$ cat src/rtl/commutator_pkg.sv
// Shared definitions for the commutating mux/demux pair: slot count, demux states and the
// bit-reversed slot select encoding used on the control lines.
package commutator_pkg;

  localparam int unsigned SLOTS = 8;

  typedef enum logic [1:0] {
    HUNT,
    COLLECT,
    FULL
  } demux_state_t;

  // Select code driven on control for slot k; the mux side decodes the same encoding.
  function automatic logic [2:0] bitrev3(input logic [2:0] v);
    return {v[0], v[1], v[2]};
  endfunction

endpackage

$ cat src/rtl/commutator_slot_counter.sv
// 3-bit slot counter for the decommutator; also registers the bit-reversed control code so
// that control changes on the same edge as the slot.
module commutator_slot_counter
  import commutator_pkg::*;
(
  input  logic       clk_i,
  input  logic       rst_i,
  input  logic       inc_i,
  input  logic       set_one_i,
  input  logic       clear_i,
  output logic [2:0] slot_o,
  output logic [2:0] control_o
);

  logic [2:0] slot_q, slot_d;
  logic [2:0] control_q;

  always_comb begin
    slot_d = slot_q;
    if (clear_i) begin
      slot_d = 3'd0;
    end else if (set_one_i) begin
      slot_d = 3'd1;
    end else if (inc_i) begin
      slot_d = slot_q + 3'd1;
    end
  end

  always_ff @(posedge clk_i or posedge rst_i) begin
    if (rst_i) begin
      slot_q    <= 3'd0;
      control_q <= 3'd0;
    end else begin
      slot_q    <= slot_d;
      control_q <= bitrev3(slot_d);
    end
  end

  assign slot_o    = slot_q;
  assign control_o = control_q;

endmodule

$ cat src/rtl/commutator_demux_1_to_8.sv
// Sequential 1-to-8 decommutator: gathers serial samples into an 8-lane frame, optionally
// aligned to in_sync, and hands complete frames downstream over a ready/valid interface.
module commutator_demux_1_to_8
  import commutator_pkg::*;
#(
  parameter int unsigned WIDTH       = 1,
  parameter bit          SYNC_ENABLE = 1'b1
) (
  input  logic                   clk,
  input  logic                   rst,
  input  logic                   in_valid,
  input  logic [WIDTH-1:0]       in_data,
  input  logic                   in_sync,
  output logic                   in_ready,
  output logic [2:0]             control,
  output logic                   out_valid,
  output logic [SLOTS*WIDTH-1:0] out_data,
  input  logic                   out_ready,
  output logic                   sync_err
);

  localparam int unsigned FrameW = SLOTS * WIDTH;

  demux_state_t      state_q, state_d;
  logic [FrameW-1:0] asm_q, asm_d;
  logic [FrameW-1:0] out_data_q, out_data_d;
  logic              out_valid_q, out_valid_d;
  logic              sync_err_q, sync_err_d;
  logic              slot_inc, slot_set_one, slot_clear;
  logic [2:0]        slot;
  logic              accept;
  logic              resync;

  commutator_slot_counter u_slot_counter (
    .clk_i     (clk),
    .rst_i     (rst),
    .inc_i     (slot_inc),
    .set_one_i (slot_set_one),
    .clear_i   (slot_clear),
    .slot_o    (slot),
    .control_o (control)
  );

  assign in_ready = (state_q != FULL);
  assign accept   = in_valid && in_ready;
  assign resync   = SYNC_ENABLE && in_sync && (slot != 3'd0);

  always_comb begin
    state_d      = state_q;
    asm_d        = asm_q;
    out_data_d   = out_data_q;
    out_valid_d  = out_valid_q && !out_ready;
    sync_err_d   = 1'b0;
    slot_inc     = 1'b0;
    slot_set_one = 1'b0;
    slot_clear   = 1'b0;

    unique case (state_q)
      HUNT: begin
        if (accept && in_sync) begin
          asm_d[0 +: WIDTH] = in_data;
          slot_set_one      = 1'b1;
          state_d           = COLLECT;
        end
      end
      COLLECT: begin
        if (accept) begin
          if (resync) begin
            // Sync arrived early: drop the partial frame and restart it with this sample.
            asm_d             = '0;
            asm_d[0 +: WIDTH] = in_data;
            slot_set_one      = 1'b1;
            sync_err_d        = 1'b1;
          end else begin
            asm_d[slot*WIDTH +: WIDTH] = in_data;
            slot_inc                   = 1'b1;
            if (slot == 3'(SLOTS - 1)) begin
              if (!out_valid_q || out_ready) begin
                out_data_d  = asm_d;
                out_valid_d = 1'b1;
              end else begin
                state_d = FULL;
              end
            end
          end
        end
      end
      FULL: begin
        if (out_ready) begin
          out_data_d  = asm_q;
          out_valid_d = 1'b1;
          slot_clear  = 1'b1;
          state_d     = COLLECT;
        end
      end
      default: state_d = HUNT;
    endcase
  end

  always_ff @(posedge clk or posedge rst) begin
    if (rst) begin
      if (SYNC_ENABLE) begin
        state_q <= HUNT;
      end else begin
        state_q <= COLLECT;
      end
      asm_q       <= '0;
      out_data_q  <= '0;
      out_valid_q <= 1'b0;
      sync_err_q  <= 1'b0;
    end else begin
      state_q     <= state_d;
      asm_q       <= asm_d;
      out_data_q  <= out_data_d;
      out_valid_q <= out_valid_d;
      sync_err_q  <= sync_err_d;
    end
  end

  assign out_data  = out_data_q;
  assign out_valid = out_valid_q;
  assign sync_err  = sync_err_q;

endmodule
$ cat config.mk
export PLATFORM = sky130hd
export DESIGN_NAME = commutator_demux_1_to_8
export DESIGN_NICKNAME = d
export VERILOG_FILES = /design/src/rtl/commutator_pkg.sv /design/src/rtl/commutator_slot_counter.sv /design/src/rtl/commutator_demux_1_to_8.sv
export SDC_FILE = /design/constraint.sdc
export NUM_CORES = 1
export LEC_CHECK = 0
export BUFFER_PORTS_ARGS = -buffer_cell sky130_fd_sc_hd__buf_2
export CAP_MARGIN = 20
export CORE_MARGIN = 5
export CORE_UTILIZATION = 51
export CTS_CLUSTER_DIAMETER = 120
export DETAILED_ROUTE_END_ITERATION = 16
export HOLD_SLACK_MARGIN = 0.12
export PLACE_DENSITY = 0.8
export SLEW_MARGIN = 20
export SYNTH_ARGS = -nofsm -noshare
export SYNTH_HDL_FRONTEND = slang
export SYNTH_SLANG_ARGS = --single-unit
$ cat constraint.sdc
create_clock -name clk -period 2.3 [get_ports clk]
set_input_delay 0.115 -clock clk [delete_from_list [all_inputs] [get_ports clk]]
set_output_delay 0.115 -clock clk [all_outputs]
set_load 0.02 [all_outputs]
==> results.toml <==
[yosys]
synth_area_sq_mm = 0.00154
postSynthAreaPerCell_sq_um = 10.3
synth-edff-count = 0
synthArstFlopShare = 1.00
ys.flop_type = "dfrtp_1"
yosysTopAreaCellShare = 0.373
postSynthRegisterBits = 23
synth_top_cell_by_area = "dfrtp_1"
synth.distinct_cells = 40
syn_nets = 166
syn_inst = 150
ys_top_cells_by_area = "dfrtp_1 37%, mux2_2 12%, ha_1 8.1%"
ys_seq_area_frac = 0.373
ys_warn_count = 0

[global_routing]
grt_pass1_wl_mm = 5.95
gr-usage-met3 = 0.0399
grt_use_total = 0.182
top_usage_layer = "met2"
grt_overflow = 0
met1_usage = 0.213
use_met2 = 0.312
grt_max_degree = 24
antenna_found_initial = 0
grt_pass1_vias = 1266

[power_and_ir_drop]
leakagePower_uw = 0.000835
p_per_area_mw_per_mm2 = 1370
peakVddDrop_mv = 0.580

[routing]
drtPass1Iterations = 4
first_iter_violations = 64
wl_per_cell_um = 17.0
num_vias = 1281
viasPerCell = 6.16
wl_mm = 3.53
drc = 0
drtAntennaViolNets = 0

[critical_path]
start_kind = "flip-flop"
critPathBufInv = 2
worstPathArrival_ps = 2420
crit_type = "flip-flop to flip-flop"
cp_top_family = "multiplexers"
crit_top_cell = "mux2_2"
rr_worst_depth = 8
cpPeakStageDelay_ps = 380
critPathRequiredTime_ps = 2520
critPathCaptureType = "flip-flop"
crit_slowest_cell = "dfrtp_1"
crit_cells = 8
path_cells = "inv_1, ha_2, ha_1, buf_4, nor2_2, nor4b_2, mux2_2, mux2_2"
crit_fanout = 10

[clock_network]
cts_buffer_depth = 2
cts_tree = "yes"
clkSlewWorstSetupHoldPaths_ps = 140
cts_root_buf = "clkbuf_4"
cts.sinks = 23
worstSkewPairLatency_ps = 330
numCtsBuffers = 3
ctsHtreeMaxLevel = 1
cts_setup_buffers = 0

[timing]
clock.fmax_mhz = 457
slew_headroom = 0.421
worstMarginPinSlew_ps = 868
post-route-period-util = 0.952
period_needed_ps = 2190
finalHoldViolations = 0
rsz0062_at_grt = "no"
setup-tns-final_ps = 0
skew_ps = 11.8
finalSetupViolations = 0
slew_violations = 0

[placed_design]
place_congestion = 0.895
dp_cells = 202
hpwl_mm = 2.62
io_buffers = 19

[floorplan]
die_x_um = 65.0
dieArea_sq_mm = 0.00423
coreArea_sq_mm = 0.00298
rows = 20
initial_core_util = 0.518
num_io_pins = 20
die_h_um = 65.0

[final_layout]
area_growth_pct = 13.9
layout_commonest_cell = "dfrtp_1"
nFillCells = 242
antenna_cells = 0
mostFrequentLayoutCells = "22 x dfrtp_1, 19 x buf_2, 16 x mux2_2"
layout-drive-gt1-share = 0.337
fin_cells = 208
final_nets = 192

[run_status]
status = "completed"

[hold_path]
hold_path_depth = 3
hp-class = "input port to flip-flop"

[run]
cap_violations = 0
==> final timing paths <==
kind,from,end,slack [ps]
setup / recovery,u_slot_counter.slot_o[1]$_DFFE_PP0P_,out_data[2]$_DFFE_PP0P_,110
hold / removal,in_sync,u_slot_counter.slot_o[0]$_DFFE_PP0P_,150
setup reg to reg,u_slot_counter.slot_o[1]$_DFFE_PP0P_,out_data[2]$_DFFE_PP0P_,110
hold reg to reg,out_data[3]$_DFFE_PP0P_,out_data[3]$_DFFE_PP0P_,520
max in group asynchronous,rst,u_slot_counter.slot_o[0]$_DFFE_PP0P_,1220
min in group asynchronous,rst,out_data[5]$_DFFE_PP0P_,490
==> layout make-up <==
type	instances	area [sq um]	area share
clock buffer	3	22.5	0.0128
clock inverter	1	5.00	0.00284
inverter	11	41.3	0.0235
multi-input combinational	108	897	0.510
sequential	23	577	0.328
tap	33	41.3	0.0235
timing repair buffer	29	175	0.0996
==> report_power, final <==
part           switching, uW  internal (uW)
clock network            136           65.4
logic                    921            668
registers               82.0            543
total                   1140           1280
==> logic make-up (layout without fill, tap and decap cells) <==
kind of cell | after synthesis | after routing | share of synthesized area
fa+ha+maj | 10 | 10 | 0.0810
flops | 23 | 23 | 0.373
compound gates | 30 | 30 | 0.139
mux | 19 | 19 | 0.143
buf+inv | 19 | 44 | 0.0656
simple gates | 49 | 49 | 0.199
==> Yosys cell counts, types with 2 or more instances <==
cell,count
nand2_1,11
nor3_1,2
nor4_1,2
ha_1,10
a22o_1,4
inv_1,11
nand3_1,2
nand4b_1,2
dfrtp_1,23
buf_2,3
nor2b_1,5
nand4_1,4
a21oi_1,9
mux2_4,2
nor4b_4,2
nand2b_1,2
o22ai_1,2
nor2_1,9
buf_6,3
o21ai_0,7
mux2_2,16
==> through the flow <==
stage	power (uW)	utilization	setup slack (ps)	instance area, sq um	hold WS (ps)
CTS	2340	0.584	38.6	1740	143
global placement	2050	0.567	110	1690	320
finish	2420	0.591	110	1760	148
global route	2590	0.591	50.3	1760	156
floorplan	1810	-	-14.7	1550	117
detailed placement	2130	0.567	4.40	1690	334
==> per-layer routing <==
layer / vias to the layer above / wire, um
met5: - / 0
met4: 0 / 93
met3: 9 / 234
met2: 53 / 1760
met1: 624 / 1440
li1: 595 / -
==> repair_timing <==
item | CTS | global route
hold buffers | 2 | 0
hold endpoints to repair | 24 | 0
resized for setup | 1 | 4
setup endpoints to repair | 2 | 3
==> flip-flops by register name, indices dropped and copies added, names as in the netlist <==
signal / flops
asm_q: 8
state_q: 2
u_slot_counter.control_o: 1
out_valid: 1
u_slot_counter.slot_o: 2
out_data: 8
sync_err: 1
==> worst reg2reg max path: cells and delay by family, from the launching register on <==
kind	cells	cell delay, ps
buf+inv	2	250
fa+ha+maj	2	410
simple gates	2	420
flops	1	380
mux	2	620
Power figures use the tool's default switching activity.
